--- src/rtl/keypad_item_entry_pkg.sv ---
// Shared key codes, entry-state encoding and accumulator sizing for the front-panel keypad.
package vm_keypad_pkg;

   localparam logic [3:0] KEY_CLEAR = 4'hA;
   localparam logic [3:0] KEY_ENTER = 4'hB;

   typedef enum logic {
      ENTRY_IDLE   = 1'b0,
      ENTRY_ACTIVE = 1'b1
   } entry_state_e;

   // Bits needed to hold any value of up to max_digits decimal digits.
   function automatic int acc_width(input int max_digits);
      longint limit;
      limit = 1;
      for (int i = 0; i < max_digits; i++) begin
         limit = limit * 10;
      end
      return $clog2(limit);
   endfunction

endpackage

--- src/rtl/keypad_item_entry_timer.sv ---
// Inactivity timer for a keypad entry: expires after TIMEOUT_CYCLES enabled cycles with no restart.
module entry_timer #(
   parameter int TIMEOUT_CYCLES = 1000000
) (
   input  logic clk,
   input  logic rstn,
   input  logic enable,
   input  logic restart,
   output logic expire
);

   localparam int TW = (TIMEOUT_CYCLES > 1) ? $clog2(TIMEOUT_CYCLES) : 1;
   localparam logic [TW-1:0] LAST = TW'(TIMEOUT_CYCLES - 1);

   logic [TW-1:0] count;

   // Held at zero outside an entry so every new entry starts from a fresh count.
   always_ff @(posedge clk or negedge rstn) begin
      if (!rstn) begin
         count <= '0;
      end else if (!enable || restart || expire) begin
         count <= '0;
      end else begin
         count <= count + 1'b1;
      end
   end

   assign expire = enable && !restart && (count == LAST);

endmodule

--- src/rtl/keypad_item_entry.sv ---
// Keypad decoder: accumulates decimal digits into an item number and issues legal numbers downstream.
module keypad_item_entry
   import vm_keypad_pkg::*;
#(
   parameter int ITEM_ADDR_WIDTH = 10,
   parameter int MAX_DIGITS      = 3,
   parameter int NUM_ITEMS       = 1000,
   parameter int TIMEOUT_CYCLES  = 1000000
) (
   input  logic                               clk,
   input  logic                               rstn,
   input  logic                               key_valid,
   input  logic [3:0]                         key_code,
   output logic [ITEM_ADDR_WIDTH-1:0]         item_select,
   output logic                               item_select_valid,
   output logic                               entry_error,
   output logic                               entry_timeout,
   output logic                               entry_active,
   output logic [$clog2(MAX_DIGITS+1)-1:0]    digit_count
);

   localparam int ACC_W  = acc_width(MAX_DIGITS);
   localparam int CALC_W = ACC_W + 4;
   localparam int CNT_W  = $clog2(MAX_DIGITS + 1);
   localparam logic [CALC_W-1:0] NUM_ITEMS_C  = CALC_W'(NUM_ITEMS);
   localparam logic [CNT_W-1:0]  MAX_DIGITS_C = CNT_W'(MAX_DIGITS);

   entry_state_e               state_q, state_d;
   logic [ACC_W-1:0]           acc_q, acc_d;
   logic [CNT_W-1:0]           cnt_q, cnt_d;
   logic [ITEM_ADDR_WIDTH-1:0] sel_q, sel_d;
   logic                       valid_q, valid_d;
   logic                       error_q, error_d;
   logic                       timeout_q, timeout_d;
   logic                       is_digit, is_clear, is_enter, restart, expire;

   assign is_digit = key_valid && (key_code <= 4'd9);
   assign is_clear = key_valid && (key_code == KEY_CLEAR);
   assign is_enter = key_valid && (key_code == KEY_ENTER);
   // Codes 0xC-0xF are meaningless, so they must not keep an abandoned entry alive.
   assign restart  = key_valid && (key_code <= KEY_ENTER);

   entry_timer #(
      .TIMEOUT_CYCLES(TIMEOUT_CYCLES)
   ) u_timer (
      .clk    (clk),
      .rstn   (rstn),
      .enable (state_q == ENTRY_ACTIVE),
      .restart(restart),
      .expire (expire)
   );

   always_ff @(posedge clk or negedge rstn) begin
      if (!rstn) begin
         state_q   <= ENTRY_IDLE;
         acc_q     <= '0;
         cnt_q     <= '0;
         sel_q     <= '0;
         valid_q   <= 1'b0;
         error_q   <= 1'b0;
         timeout_q <= 1'b0;
      end else begin
         state_q   <= state_d;
         acc_q     <= acc_d;
         cnt_q     <= cnt_d;
         sel_q     <= sel_d;
         valid_q   <= valid_d;
         error_q   <= error_d;
         timeout_q <= timeout_d;
      end
   end

   // A real key always takes priority over a timer expiry landing in the same cycle.
   always_comb begin
      state_d   = state_q;
      acc_d     = acc_q;
      cnt_d     = cnt_q;
      sel_d     = sel_q;
      valid_d   = 1'b0;
      error_d   = 1'b0;
      timeout_d = 1'b0;
      case (state_q)
         ENTRY_IDLE: begin
            if (is_digit) begin
               state_d = ENTRY_ACTIVE;
               acc_d   = ACC_W'(key_code);
               cnt_d   = CNT_W'(1);
            end
         end
         ENTRY_ACTIVE: begin
            if (is_digit) begin
               if (cnt_q < MAX_DIGITS_C) begin
                  acc_d = ACC_W'(({4'b0000, acc_q} * CALC_W'(10)) + CALC_W'(key_code));
                  cnt_d = cnt_q + 1'b1;
               end else begin
                  error_d = 1'b1;
                  state_d = ENTRY_IDLE;
                  acc_d   = '0;
                  cnt_d   = '0;
               end
            end else if (is_clear || is_enter) begin
               if (is_enter) begin
                  if ({4'b0000, acc_q} < NUM_ITEMS_C) begin
                     sel_d   = ITEM_ADDR_WIDTH'(acc_q);
                     valid_d = 1'b1;
                  end else begin
                     error_d = 1'b1;
                  end
               end
               state_d = ENTRY_IDLE;
               acc_d   = '0;
               cnt_d   = '0;
            end else if (expire) begin
               timeout_d = 1'b1;
               state_d   = ENTRY_IDLE;
               acc_d     = '0;
               cnt_d     = '0;
            end
         end
         default: begin
            state_d = ENTRY_IDLE;
            acc_d   = '0;
            cnt_d   = '0;
         end
      endcase
   end

   assign item_select       = sel_q;
   assign item_select_valid = valid_q;
   assign entry_error       = error_q;
   assign entry_timeout     = timeout_q;
   assign entry_active      = (state_q == ENTRY_ACTIVE);
   assign digit_count       = cnt_q;

endmodule

--- config.mk ---
export PLATFORM = sky130hd
export DESIGN_NAME = keypad_item_entry
export DESIGN_NICKNAME = d
export VERILOG_FILES = /design/src/rtl/keypad_item_entry_pkg.sv /design/src/rtl/keypad_item_entry_timer.sv /design/src/rtl/keypad_item_entry.sv
export SDC_FILE = /design/constraint.sdc
export NUM_CORES = 1
export LEC_CHECK = 0
export ABC_CLOCK_PERIOD_IN_PS = 2800
export CAP_MARGIN = 10
export CORE_AREA = 3 3 85 67
export DETAILED_ROUTE_END_ITERATION = 7
export DIE_AREA = 0 0 88 70
export PLACE_DENSITY = 0.76
export SLEW_MARGIN = 20
export SYNTH_ARGS = -nofsm -noshare
export SYNTH_HDL_FRONTEND = slang
export SYNTH_HIERARCHICAL = 1
export SYNTH_SLANG_ARGS = --single-unit
export TNS_END_PERCENT = 50
--- constraint.sdc ---
create_clock -name clk -period 2.8 [get_ports clk]
set_clock_uncertainty 0.15 [all_clocks]
set_input_delay 0.42 -clock clk [delete_from_list [all_inputs] [get_ports clk]]
set_output_delay 0.42 -clock clk [all_outputs]
set_load 0.01 [all_outputs]
* Yosys cells after proc, flatten, opt, wreduce, memory -nomap -nowiden
Cells that the tools add are included.
Word-level totals: ROM bits 0, output and inout bits 16, register bits after elaboration 46, RAM bits 0, logic and storage cells 70, memories 0, latch bits 0, bits of input ports 7
Operators by class: bitwise logic cells 2, shifts and indexed selects 0, divide/modulo/power cells 0, multiply operators 1, $lt $le $gt $ge 4, add/subtract/negate cells 3, muxes and demuxes 34, reduce and logical (&&, ||, !) cells 13, equality and inequality tests 5
Operators with widths (number):
- $mux W10 | 5
- $add A20 B1 Y20 const B | 1
- $eq A20 B20 Y1 const B | 1
- $mux W1 | 20
- $mux W20 | 1
- $pmux W10 S2 | 1
- $add A10 B4 Y10 | 1
- $lt A10 B10 Y1 const B | 1
- $mul A10 B3 Y9 const B | 1
- $mux W2 | 5
- $eq A4 B4 Y1 const B | 2
- $le A4 B4 Y1 const B | 2
- $logic_and A1 B1 Y1 | 6
- $reduce_and A5 Y1 | 1
- $ne A4 B1 Y1 const B | 1
- $pmux W2 S2 | 1
- $logic_or A1 B1 Y1 | 3
- $add A2 B1 Y2 const B | 1
- $logic_not A1 Y1 | 2
- $lt A2 B2 Y1 const B | 1
- $ne A2 B2 Y1 const B | 1
- $not A1 Y1 | 2
- $pmux W1 S2 | 1
- $reduce_and A2 Y1 | 1

* Longest topological paths before layout
word-level depth 9, gate-level depth with buffers 9, mapped depth without buffers 9

* Modules after synthesis
Netlist, hierarchy kept.
By module, submodules not included:
- keypad_item_entry | cells each 134, seq. area each 650.6 um^2, instances 1, area an instance 1512.7 um^2
- entry_timer | cells each 109, seq. area each 500.5 um^2, instances 1, area an instance 1027.2 um^2

* Worst setup path before layout
OpenSTA, ideal clock, no wires.
kind flip-flop to flip-flop, start point register acc_q[1], end point register acc_q[9], period minus slack after synthesis 2.659 ns, setup time 0.078 ns, cell stages (with the launch flop) 10, slack 0.141 ns, data arrival time 2.431 ns, buffers on the path 0, required time 2.572 ns, cell sequence dfrtp_1 ha_1 ha_1 fa_1 a21o_2 a21oi_1 xor2_1 nor3b_2 xnor3_1 o21ai_1
Between the ends: longest elaborated chain between the ends 5
Ends and longest elaborated chain:
- start, declared | RTL line keypad_item_entry.sv:29 | logic [ACC_W-1:0] acc_q, acc_d;
- start signal, assigned | RTL line keypad_item_entry.sv:56 | acc_q <= '0;
- start signal, assigned | RTL line keypad_item_entry.sv:64 | acc_q <= acc_d;
- $mul A10 B3 Y9 | RTL line keypad_item_entry.sv:93 | acc_d = ACC_W'(({4'b0000, acc_q} * CALC_W'(10)) + CALC_W'(key_code));
- $add A10 B4 Y10 | RTL line keypad_item_entry.sv:93
- $mux W10 | RTL line keypad_item_entry.sv:92 | if (cnt_q < MAX_DIGITS_C) begin
- $mux W10 | RTL line keypad_item_entry.sv:91 | if (is_digit) begin
- $pmux W10 S2 | RTL line keypad_item_entry.sv:82 | case (state_q)
No other way between the ends. A chain may end at the register's enable or synchronous reset.

* Worst setup path after layout
Ends and elaborated chain as after synthesis.

==> flow_summary.ini <==
[clock_network]
clock_sinks = 46
cts-root-buf = clkbuf_8
cts_tree = yes
cts_made_buffers = 5
path_clk_slew_ns = 0.08
clockBufferDepth = 2
cts_max_level = 2
clk_latency_ns = 0.29

[power]
switching_share_pct = 33.31
peakVddDrop_uv = 327.5
clock_power_share_pct = 18.7
combPwrFrac_pct = 41.2
leakage_nw = 1.317
power_switching_uw = 701.3
p_seq_share_pct = 40.1
power_density_mw_per_mm2 = 693.9
power.total_mw = 2.105
internal-power_mw = 1.404

[global_routing]
grt_max_degree = 28
antenna_found_initial = 0
grt_pass1_wl_mm = 8.825
grt_pass1_vias = 1854
grt_remaining_overflow = 0
grtUsageTotal_pct = 18.07

[place]
hpwl_mm = 3.693
dp_cells = 335
gp_congestion = 0.8750
portBuffers = 22

[worst_setup_path]
ff2ff_path_depth = 9
crit_buf_inv = 0
crit_chain = ha_1 > ha_2 > fa_2 > a21o_2 > a21oi_1 > xor2_1 > nor3b_2 > xnor3_1 > o21ai_1
critPathLaunchType = flop
reg2reg_slack_ns = 0.09
endpoint_kind = flop
cp.depth = 9
path_class = reg2reg
cp_top_family = adder cells
crit_fanout = 2
arrival_ns = 2.77
critical-path-slowest-cell = dfrtp_1
critPathMaxStageDelay_ns = 0.40
cp_data_required_time_ns = 2.87

[finish]
instances_no_fill = 343
fill_cells = 391
area_delta_synth_final_pct = 19.46
nNetsFinal = 309
final_util_pct = 62.28
drive_gt1_share_pct = 17.31
diodes = 0

[synthesis]
synthDistinctLibCells = 42
synth_common_cells = dfrtp_1 (46), nor2_1 (21), nand2_1 (19)
async_reset_ff_share_pct = 100.0
syn_area_per_cell_um2 = 10.45
yosysSeqAreaShare_pct = 45.32
yosysTopAreaCell = dfrtp_1
synth_edf_count = 0
synth_area_mm2 = 0.002540
ys.flop_type = dfrtp_1
syn-num-nets = 268
syn_inst = 243
yosysWarnings = 6
synth.most_common_cell = dfrtp_1
synth_top_cell_area_share_pct = 45.32
yosys-top-cells-area = dfrtp_1 (45%), ha_1 (7.9%), mux2_2 (5.3%)
synth-seq-cells = 46

[floorplanning]
io_pins = 23
die_h_um = 70
num_rows = 22
start_util_pct = 52.13
die_width_um = 88
die_area_mm2 = 0.006160
fp.coreArea_mm2 = 0.004872

[worst_hold_path]
hold_path.class = reg2reg
hold_depth = 1

[route]
routedWlPerCell_um = 14.62
drt_iter0_drc = 69
totalWireLength_mm = 5.013
vias_per_cell = 5.466
ant_nets = 0
drtPass1Iterations = 4
drc = 0
vias = 1875

[outcome]
outcome = completed

[timing]
worst-slew-pin-transition_ns = 0.5909
slew_violations = 0
fin_crit_ns = 2.709
relSlewSlack_pct = 60.61
clock.fmax_mhz = 369.2
period_share_pct = 96.75
rsz0062_at_grt = yes
final_hold_viol_count = 0
setup_viol_count_final = 0

[job]
max_cap_viol_count = 0
per-stage QoR:
stage          worst slack [ns]  area, µm²  TNS [ns]  hold slack [ns]
2_1_floorplan            0.1408       2540         0         -0.02559
6_report                0.09113       3034         0           0.3576
3_5_place_dp           -0.07415       2924  -0.07415           0.3087
3_3_place_gp           -0.04843       2924  -0.04843           0.3059
4_1_cts               0.0001255       3017         0           0.3601
5_1_grt                -0.03568       3034  -0.03568           0.3707
final timing paths:
kind,startpoint,end
setup / recovery,acc_q[1],acc_q[9]
hold / removal,u_timer/count[0],u_timer/count[0]
setup reg to reg,acc_q[1],acc_q[9]
min in group asynchronous,rstn,item_select[8]
max in group asynchronous,rstn,u_timer/count[13]
hold reg to reg,u_timer/count[0],u_timer/count[0]
cells in the final DEF, fill, tap and decap left out, types with 10 or more instances in the layout:
master | Yosys | layout
xnor2_1 | 12 | 12
a21oi_1 | 10 | 10
dfrtp_1 | 46 | 46
nor2_1 | 21 | 21
o21ai_0 | 14 | 14
inv_1 | 12 | 12
xor2_1 | 10 | 10
ha_1 | 16 | 15
buf_4 | 0 | 17
mux2_2 | 12 | 12
clkdlybuf4s50_1 | 0 | 21
nand2_1 | 19 | 19
final cells by class:
| class | count | area [µm²] | share of cell area [%] |
|---|---|---|---|
| clock buffers | 6 | 82.58 | 2.722 |
| repair buffers | 40 | 352.8 | 11.63 |
| inverters | 12 | 45.04 | 1.485 |
| flip-flops and latches | 46 | 1151 | 37.94 |
| well taps | 60 | 75.07 | 2.474 |
| multi-input cells | 179 | 1328 | 43.75 |
flip-flops by register name (all words and copies together), names as in the netlist:
register / cells
u_timer/count: 20
item_select_valid: 1
entry_active: 1
acc_q: 10
entry_error: 1
digit_count: 2
item_select: 10
entry_timeout: 1
power by group through the flow:
stage | logic (mW) | clock network (mW) | registers, mW
6_report | 0.867 | 0.395 | 0.844
5_1_grt | 0.975 | 0.429 | 0.859
4_1_cts | 0.847 | 0.403 | 0.844
3_5_place_dp | 0.840 | 0 | 0.857
3_3_place_gp | 0.805 | 0 | 0.854
2_1_floorplan | 0.506 | 0 | 0.869
timing repair:
| action | in CTS | in global routing |
|---|---|---|
| pin swaps | 1 | 1 |
| gates resized for setup | 0 | 3 |
| setup endpoints to repair | 1 | 4 |
| setup buffers | 0 | 1 |
| hold buffers | 1 | 0 |
| endpoints found under the hold margin | 25 | 0 |
metal layers:
layer	global-route usage [%]	wire [µm]	up-vias	part of all wire (%)
met3	4.127	162	6	3.2
met4	2.896	36	0	0.72
li1	-	-	943	-
met2	27.17	2204	37	44
met5	0	0	-	0
met1	26.98	2609	889	52
cells by family (layout without fill, tap and decap cells):
| kind of cell | count (synthesis) | count (layout) | synth area share [%] |
|---|---|---|---|
| fa+ha+maj | 18 | 18 | 9.458 |
| xor+xnor | 24 | 24 | 9.113 |
| buf+inv | 18 | 58 | 2.808 |
| flops | 46 | 46 | 45.32 |
| simple gates | 84 | 84 | 17.29 |
| compound gates | 41 | 41 | 10.69 |
| mux | 12 | 12 | 5.320 |
Note: power is estimated with default switching activity, not from simulation.
